$ cat src/rtl/spi_pixel_rx_pkg.sv
// Shared definitions for the SPI pixel receiver: opcode, byte width, FSM state type
// and the saturating increment used by the optional error counter.
package spi_pixel_rx_pkg;

   localparam logic [7:0] CMD_WRITE = 8'h01;
   localparam int         BYTE_W    = 8;

   typedef enum logic [2:0] {
      IDLE    = 3'd0,
      CMD     = 3'd1,
      ADDR_HI = 3'd2,
      ADDR_LO = 3'd3,
      DATA    = 3'd4,
      DISCARD = 3'd5
   } state_t;

   function automatic logic [15:0] sat_inc16(input logic [15:0] v);
      if (v == 16'hFFFF) begin
         return v;
      end else begin
         return v + 16'd1;
      end
   endfunction

endpackage

$ cat src/rtl/spi_pixel_rx_sync.sv
// spi_sync: 2-flop synchronisers for SCLK/SS/MOSI plus SCLK-rise and SS-edge detection.
// SS falls are only reported once SS has been seen high after reset.
module spi_sync (
   input  logic clk_i,
   input  logic rst_i,
   input  logic sclk_i,
   input  logic ss_i,
   input  logic mosi_i,
   output logic sclk_rise_o,
   output logic ss_fall_o,
   output logic ss_rise_o,
   output logic mosi_o
);

   logic       sclk_meta_q, sclk_sync_q, sclk_prev_q;
   logic       sclk_meta_d, sclk_sync_d, sclk_prev_d;
   logic       ss_meta_q, ss_sync_q, ss_prev_q;
   logic       ss_meta_d, ss_sync_d, ss_prev_d;
   logic       mosi_meta_q, mosi_sync_q;
   logic       mosi_meta_d, mosi_sync_d;
   logic [1:0] vld_q, vld_d;
   logic       armed_q, armed_d;

   // Next values for the synchroniser chains; vld marks when ss_sync holds real samples.
   always_comb begin
      sclk_meta_d = sclk_i;
      sclk_sync_d = sclk_meta_q;
      sclk_prev_d = sclk_sync_q;
      ss_meta_d   = ss_i;
      ss_sync_d   = ss_meta_q;
      ss_prev_d   = ss_sync_q;
      mosi_meta_d = mosi_i;
      mosi_sync_d = mosi_meta_q;
      vld_d       = {vld_q[0], 1'b1};
      armed_d     = armed_q | (vld_q[1] & ss_sync_q);
   end

   // Synchroniser flops, reset to the idle bus levels.
   always_ff @(posedge clk_i or negedge rst_i) begin
      if (!rst_i) begin
         sclk_meta_q <= 1'b0;
         sclk_sync_q <= 1'b0;
         sclk_prev_q <= 1'b0;
         ss_meta_q   <= 1'b1;
         ss_sync_q   <= 1'b1;
         ss_prev_q   <= 1'b1;
         mosi_meta_q <= 1'b0;
         mosi_sync_q <= 1'b0;
         vld_q       <= 2'b00;
         armed_q     <= 1'b0;
      end else begin
         sclk_meta_q <= sclk_meta_d;
         sclk_sync_q <= sclk_sync_d;
         sclk_prev_q <= sclk_prev_d;
         ss_meta_q   <= ss_meta_d;
         ss_sync_q   <= ss_sync_d;
         ss_prev_q   <= ss_prev_d;
         mosi_meta_q <= mosi_meta_d;
         mosi_sync_q <= mosi_sync_d;
         vld_q       <= vld_d;
         armed_q     <= armed_d;
      end
   end

   assign sclk_rise_o = sclk_sync_q & ~sclk_prev_q;
   assign ss_fall_o   = armed_q & ss_prev_q & ~ss_sync_q;
   assign ss_rise_o   = ss_sync_q & ~ss_prev_q;
   assign mosi_o      = mosi_sync_q;

endmodule

$ cat src/rtl/spi_pixel_rx.sv
// SPI mode-0 slave that turns "01 AH AL D0 D1 ..." transactions into framebuffer writes.
// Optional macro SPI_PIXEL_RX_STATS_EN adds a saturating 16-bit error counter err_cnt_o.
module spi_pixel_rx
   import spi_pixel_rx_pkg::*;
#(
   parameter int ADDR_W = 16,
   parameter int DATA_W = 8
) (
   input  logic              clk_i,
   input  logic              rst_i,
   input  logic              spi_sclk_i,
   input  logic              spi_ss_i,
   input  logic              spi_mosi_i,
   output logic              fb_wr_o,
   output logic [ADDR_W-1:0] fb_addr_o,
   output logic [DATA_W-1:0] fb_data_o,
   output logic              busy_o
`ifdef SPI_PIXEL_RX_STATS_EN
   ,
   output logic [15:0]       err_cnt_o
`endif
);

   localparam logic [ADDR_W-1:0] ADDR_ONE = {{(ADDR_W-1){1'b0}}, 1'b1};

   logic              sclk_rise_s, ss_fall_s, ss_rise_s, mosi_s;
   logic              byte_done_s;
   logic [7:0]        byte_s;

   state_t            state_q, state_d;
   logic [2:0]        bit_cnt_q, bit_cnt_d;
   logic [6:0]        shift_q, shift_d;
   logic [7:0]        addr_hi_q, addr_hi_d;
   logic [ADDR_W-1:0] addr_q, addr_d;
   logic              fb_wr_q, fb_wr_d;
   logic [ADDR_W-1:0] fb_addr_q, fb_addr_d;
   logic [DATA_W-1:0] fb_data_q, fb_data_d;
   logic              busy_q, busy_d;

   spi_sync u_sync (
      .clk_i       (clk_i),
      .rst_i       (rst_i),
      .sclk_i      (spi_sclk_i),
      .ss_i        (spi_ss_i),
      .mosi_i      (spi_mosi_i),
      .sclk_rise_o (sclk_rise_s),
      .ss_fall_o   (ss_fall_s),
      .ss_rise_o   (ss_rise_s),
      .mosi_o      (mosi_s)
   );

   assign byte_s      = {shift_q, mosi_s};
   assign byte_done_s = (state_q != IDLE) && sclk_rise_s && (bit_cnt_q == 3'd7);

   // State register.
   always_ff @(posedge clk_i or negedge rst_i) begin
      if (!rst_i) begin
         state_q <= IDLE;
      end else begin
         state_q <= state_d;
      end
   end

   // Next-state logic; SS rising wins over any byte-driven transition.
   always_comb begin
      state_d = state_q;
      if (state_q == IDLE) begin
         if (ss_fall_s) begin
            state_d = CMD;
         end else begin
            state_d = IDLE;
         end
      end else if (ss_rise_s) begin
         state_d = IDLE;
      end else if (byte_done_s) begin
         case (state_q)
            CMD:     state_d = (byte_s == CMD_WRITE) ? ADDR_HI : DISCARD;
            ADDR_HI: state_d = ADDR_LO;
            ADDR_LO: state_d = DATA;
            DATA:    state_d = DATA;
            DISCARD: state_d = DISCARD;
            default: state_d = IDLE;
         endcase
      end else begin
         state_d = state_q;
      end
   end

   // Output and datapath logic: bit assembly, address load/increment, write strobe.
   always_comb begin
      bit_cnt_d = bit_cnt_q;
      shift_d   = shift_q;
      addr_hi_d = addr_hi_q;
      addr_d    = addr_q;
      fb_wr_d   = 1'b0;
      fb_addr_d = fb_addr_q;
      fb_data_d = fb_data_q;
      busy_d    = (state_d != IDLE);
      if (state_q == IDLE) begin
         if (ss_fall_s) begin
            bit_cnt_d = 3'd0;
            shift_d   = 7'd0;
         end else begin
            bit_cnt_d = bit_cnt_q;
         end
      end else begin
         if (sclk_rise_s) begin
            shift_d   = byte_s[6:0];
            bit_cnt_d = bit_cnt_q + 3'd1;
         end else begin
            shift_d   = shift_q;
         end
         // A byte completing in the same cycle as SS rising is still committed.
         if (byte_done_s) begin
            case (state_q)
               ADDR_HI: addr_hi_d = byte_s;
               ADDR_LO: addr_d    = ADDR_W'({addr_hi_q, byte_s});
               DATA: begin
                  fb_wr_d   = 1'b1;
                  fb_addr_d = addr_q;
                  fb_data_d = DATA_W'(byte_s);
                  addr_d    = addr_q + ADDR_ONE;
               end
               default: addr_d = addr_q;
            endcase
         end else begin
            addr_d = addr_q;
         end
      end
   end

   // Datapath and output registers.
   always_ff @(posedge clk_i or negedge rst_i) begin
      if (!rst_i) begin
         bit_cnt_q <= 3'd0;
         shift_q   <= 7'd0;
         addr_hi_q <= 8'd0;
         addr_q    <= {ADDR_W{1'b0}};
         fb_wr_q   <= 1'b0;
         fb_addr_q <= {ADDR_W{1'b0}};
         fb_data_q <= {DATA_W{1'b0}};
         busy_q    <= 1'b0;
      end else begin
         bit_cnt_q <= bit_cnt_d;
         shift_q   <= shift_d;
         addr_hi_q <= addr_hi_d;
         addr_q    <= addr_d;
         fb_wr_q   <= fb_wr_d;
         fb_addr_q <= fb_addr_d;
         fb_data_q <= fb_data_d;
         busy_q    <= busy_d;
      end
   end

   assign fb_wr_o   = fb_wr_q;
   assign fb_addr_o = fb_addr_q;
   assign fb_data_o = fb_data_q;
   assign busy_o    = busy_q;

`ifdef SPI_PIXEL_RX_STATS_EN
   logic        err_inc_s;
   logic [15:0] err_cnt_q, err_cnt_d;

   // Unknown opcodes and bytes cut short by SS rising count as errors.
   always_comb begin
      err_inc_s = 1'b0;
      if (byte_done_s && (state_q == CMD) && (byte_s != CMD_WRITE)) begin
         err_inc_s = 1'b1;
      end else if (ss_rise_s && !byte_done_s && (bit_cnt_q != 3'd0) &&
                   (state_q != IDLE) && (state_q != DISCARD)) begin
         err_inc_s = 1'b1;
      end else begin
         err_inc_s = 1'b0;
      end
      if (err_inc_s) begin
         err_cnt_d = sat_inc16(err_cnt_q);
      end else begin
         err_cnt_d = err_cnt_q;
      end
   end

   // Error counter register.
   always_ff @(posedge clk_i or negedge rst_i) begin
      if (!rst_i) begin
         err_cnt_q <= 16'd0;
      end else begin
         err_cnt_q <= err_cnt_d;
      end
   end

   assign err_cnt_o = err_cnt_q;
`endif

endmodule

$ cat config.mk
export PLATFORM = sky130hd
export DESIGN_NAME = spi_pixel_rx
export DESIGN_NICKNAME = d
export VERILOG_FILES = /design/src/rtl/spi_pixel_rx_pkg.sv /design/src/rtl/spi_pixel_rx_sync.sv /design/src/rtl/spi_pixel_rx.sv
export SDC_FILE = /design/constraint.sdc
export NUM_CORES = 1
export LEC_CHECK = 0
export CAP_MARGIN = 20
export CORE_MARGIN = 2
export CORE_UTILIZATION = 59
export CTS_BUF_LIST = sky130_fd_sc_hd__clkbuf_4
export DETAILED_ROUTE_END_ITERATION = 7
export PLACE_DENSITY_LB_ADDON = 0.05
export SYNTH_ARGS = -nofsm -noshare
export SYNTH_HDL_FRONTEND = slang
export SYNTH_HIERARCHICAL = 1
export SYNTH_SLANG_ARGS = --single-unit
$ cat constraint.sdc
create_clock -name clk_i -period 2.2 [get_ports clk_i]
set_input_delay 0.44 -clock clk_i [delete_from_list [all_inputs] [get_ports clk_i]]
set_output_delay 0.44 -clock clk_i [all_outputs]
set_load 0.02 [all_outputs]
Word level (Yosys, flattened, before mapping)
Cells that the tools add are included.

Eq/ne operators: 8. Reduce and logical (&&, ||, !) cells: 12. Bitwise logic cells: 10. Add/subtract/negate cells: 2. Mux-type cells: 16.

Operator list (count): $pmux W16 S2 (1); $mux W3 (7); $mux W7 (3); $add A16 B1 Y16 const B (1); $pmux W3 S4 (1); $eq A3 B3 Y1 const B (3); $reduce_and A3 Y1 (3); $eq A8 B1 Y1 const B (1); $eq A3 B2 Y1 const B (2); $reduce_bool A3 Y1 (2); $and A1 B1 Y1 (5); $mux W1 (4); $not A1 Y1 (4); $reduce_bool A2 Y1 (2); $add A3 B1 Y3 const B (1); $eq A3 B1 Y1 const B (1); $logic_not A3 Y1 (1); $logic_and A1 B1 Y1 (2); $ne A2 B2 Y1 const B (1); $reduce_and A2 Y1 (1); $reduce_or A2 Y1 (1); $or A1 B1 Y1 (1).

Output and inout bits: 26. Register bits after elaboration: 74. Word-level logic and storage cells: 67.

Depth between registers and ports, before layout
Word-level depth: 8. Depth in mapped cells: 8. Gate-level depth less buffers: 6.

By module
Netlist, hierarchy kept.

By module, submodules not included: spi_pixel_rx (cells each 261, times used 1, sequential area each 1576.5 um^2, area each 2964.1 um^2); spi_sync (cells each 16, times used 1, sequential area each 279.0 um^2, area each 312.8 um^2).

Least setup slack after synthesis
Ideal clock, no wire load.

Path kind: register to register. From: reg bit_cnt_q[0]. To: reg addr_hi_q[0]. Data arrival time: 1.698 ns. Library setup time: 0.125 ns. Stages on the path, launching flop included: 7. Clock period less this slack: 1.823 ns. Path slack: 0.377 ns. Required time: 2.075 ns. Path through: dfrtp_1 > ha_1 > ha_1 > and2_1 > clkbuf_1 > nand3_1 > mux2_2.

Longest elaborated chain between the ends: 3.

RTL lines: start, declared (RTL line spi_pixel_rx.sv:31) `logic [2:0] bit_cnt_q, bit_cnt_d;`; start signal, assigned (RTL line spi_pixel_rx.sv:144) `bit_cnt_q <= bit_cnt_d;`; $eq A3 B3 Y1 (RTL line spi_pixel_rx.sv:53) `assign byte_done_s = (state_q != IDLE) && sclk_rise_s && (bit_cnt_q == 3'd7);`; $logic_and A1 B1 Y1 (RTL line spi_pixel_rx.sv:53); $reduce_and A3 Y1 (no source line); end signal, assigned (RTL line spi_pixel_rx.sv:146) `addr_hi_q <= addr_hi_d;`; end, declared (RTL line spi_pixel_rx.sv:33) `logic [7:0] addr_hi_q, addr_hi_d;`.

No other way between the ends. A chain may end at the register's enable or synchronous reset.

Final worst setup path
From: reg bit_cnt_q[0]. To: reg addr_q[8].

Longest elaborated chain between the ends: 3.

RTL lines: $eq A3 B3 Y1 (RTL line spi_pixel_rx.sv:53); $logic_and A1 B1 Y1 (RTL line spi_pixel_rx.sv:53); $reduce_and A3 Y1 (no source line); end signal, assigned (RTL line spi_pixel_rx.sv:138) `addr_q <= {ADDR_W{1'b0}};`; end signal, assigned (RTL line spi_pixel_rx.sv:147) `addr_q <= addr_d;`; end, declared (RTL line spi_pixel_rx.sv:34) `logic [ADDR_W-1:0] addr_q, addr_d;`.

No other way between the ends.

==> results.tsv <==
stage	metric	value	unit
synthesis	synth_top_flop_cell	dfrtp_1	
clock_network	cts_resized	0	
power	power	2.43	mW
sta	fin_ws	230	ps
floorplanning	core_area	5440	µm²
sta	report.final.slew_viol_count	0	
sta	fmax	0.508	GHz
run	cap_violations	0	
critical_path	cp.arrival	2280	ps
clock_network	clk_latency	410	ps
global_route	grtUsageTotal	22.9	%
clock_network	cts_tree	built	
floorplanning	initial_core_util	60.2	%
synthesis	syn_nets	285	
sta	setup_viol	0	
layout	antenna_cells	0	
clock_network	cts-root-buf	clkbuf_4	
global_route	grt-ovfl-total	0	
clock_network	htreeDepth	3	
critical_path	startpoint_type	flip-flop	
synthesis	async_flop_share	100	%
route	routed-via-count	2347	
clock_network	numCtsBuffers	9	
layout	final_layout_size_suffix_gt1_share	17.6	%
synthesis	synth_cell_types	52	
clock_network	cts.clk_slew.worst_paths	110	ps
clock_network	ctsHoldBuffers	0	
clock_network	cts_max_path_buffers	2	
critical_path	crit_path_max_fanout	14	
run_status	outcome	finished clean	
route	wl_per_cell	16.1	µm
power	p_leak	1.72	nW
sta	whs	39.3	ps
sta	finalHoldViolCount	0	
sta	final.period_utilization	89.5	%
route	antenna_left	0	
sta	fin_crit	1970	ps
synthesis	synth_warnings	6	
critical_path	crit_type	flip-flop to flip-flop	
sta	setup-tns-final	0	ps
place	dp_slack	262	ps
worst_hold_path	hold_class	input pin to asynchronous set/reset pin	
critical_path	reg2reg_slack	230	ps
sta	finClkSkew	11.4	ps
route	drc	0	
synthesis	synth_area	3280	µm²
route	drt_iter0_markers	130	
sta	worst_pin_slew	676	ps
synthesis	syn_area_per_cell	11.8	µm²
place	hpwl	4250	µm
route	drt-total-wl	6340	µm
place	gp_congestion	0.830	
floorplanning	row_count	27	
power	ir_drop	502	µV
route	drtPass1Iterations	5	
floorplanning	dieArea	6170	µm²
global_route	grt_pass1_vias	2239	
global_route	grt_max_degree	75	
global_route	antenna_found_initial	0	
floorplanning	die_h	78.5	µm
power	pwr_density_cell	632	nW/µm²
synthesis	syn_inst	277	
layout	syn_to_final_growth	17.3	%
floorplanning	ios	31	
route	viasPerCell	5.94	
sta	max_slew_margin	54.8	%
synthesis	synth_edf_count	0	
place	io_buffers	30	
floorplanning	die_x	78.5	µm
critical_path	end_kind	flip-flop	
synthesis	ys_seq_area_share	56.6	%
sta	rsz0062_at_grt	no	
critical_path	worst-endpoint-required	2510	ps
global_route	grt_pass1_wl	10900	µm
synthesis	synth_seq_cells	74	
layout	layout.nets	326	
clock_network	cts_setup_buffers	0	
clock_network	clock-sinks	74	
[worst max-delay path: stages (launching register included)]
cell and delay [ps]:
dfrtp_1 380, ha_1 160, ha_1 210, and2_1 300
o21a_1 480, o21ai_0 210, o21a_1 140
[registers in the layout, indices dropped and copies added (netlist names), 2 cells and up]
name	flops
addr_hi_q	8
addr_q	16
bit_cnt_q	3
fb_addr_o	16
fb_data_o	8
shift_q	7
state_q	3
u_sync/vld_q	2
[power by group]
part	leakage, nW	switching [mW]	internal (mW)	total [mW]
sequential	0.996	0.0484	1.40	1.45
combinational	0.652	0.0867	0.0766	0.163
clock	0.0759	0.461	0.352	0.813
[cells in the final DEF (no fill, tap or decap), types with 5 or more instances in the layout]
cell type / synthesis / routed
a22o_1: 9 / 9
nand3_1: 13 / 13
o21a_1: 5 / 5
nand2_1: 12 / 12
mux2_2: 17 / 17
clkdlybuf4s50_1: 0 / 29
mux2_1: 16 / 16
nor2_1: 10 / 10
nor2b_1: 7 / 7
inv_1: 7 / 7
a21oi_1: 13 / 13
o21ai_0: 15 / 15
clkbuf_4: 0 / 10
buf_4: 2 / 12
nor3_1: 10 / 10
dfrtp_1: 71 / 71
[cell type report]
cell class	count	area, µm²
flip-flops and latches	74	1860
fillers	404	1600
multi-input cells	183	1330
repair buffers	43	405
well taps	72	90.1
clock buffers	10	75.1
clock inverters	6	57.6
inverters	7	26.3
[synth_stat cells, types with 4 or more instances]
| library cell | number | share of area [%] |
|---|---|---|
| a21oi_1 | 13 | 2.0 |
| a22o_1 | 9 | 2.4 |
| clkbuf_1 | 7 | 0.80 |
| dfrtp_1 | 71 | 54 |
| inv_1 | 7 | 0.80 |
| mux2_1 | 16 | 5.5 |
| mux2_2 | 17 | 5.8 |
| nand2_1 | 12 | 1.4 |
| nand3_1 | 13 | 2.0 |
| nor2_1 | 10 | 1.1 |
| nor2b_1 | 7 | 1.3 |
| nor3_1 | 10 | 1.5 |
| nor4_1 | 4 | 0.76 |
| o21a_1 | 5 | 1.1 |
| o21ai_0 | 15 | 2.3 |
| or3_1 | 4 | 0.76 |
[per-stage QoR]
| step | util, % | instance area (µm²) | cells |
|---|---|---|---|
| 2_1_floorplan | - | 3280 | 277 |
| 3_3_place_gp | 68.2 | 3710 | 379 |
| 3_5_place_dp | 68.2 | 3710 | 379 |
| 4_1_cts | 70.6 | 3840 | 395 |
| 5_1_grt | 70.6 | 3840 | 395 |
| 6_report | 70.6 | 3840 | 395 |
[path summary, 6_finish.rpt]
check / startpoint / end / depth (start not counted)
setup / recovery: bit_cnt_q[0] / addr_q[8] / 6
hold / removal: rst_i / fb_addr_o[15] / 2
setup reg to reg: bit_cnt_q[0] / addr_q[8] / 6
hold reg to reg: u_sync/vld_q[0] / u_sync/vld_q[1] / 0
max in group asynchronous: rst_i / u_sync/ss_prev_d / 2
min in group clk_i: u_sync/vld_q[0] / u_sync/vld_q[1] / 0
[routing by layer]
metal  track usage [%]  wire [µm]
met5                 0          0
met2              34.5       2940
met3              4.48        331
met1              32.0       2970
met4              10.9         97
[cells by family after synthesis]
family                     after synthesis  share of synthesized area (%)
and+or+nand+nor                         77                           13.5
DFF                                     74                           56.6
AOI/OAI and AO/OA                       66                           13.5
muxes                                   36                           12.3
buffers and inverters                   20                           2.86
adders and majority gates                3                           1.15
other                                    1                          0.114
Note: power is estimated with default switching activity, not from simulation.
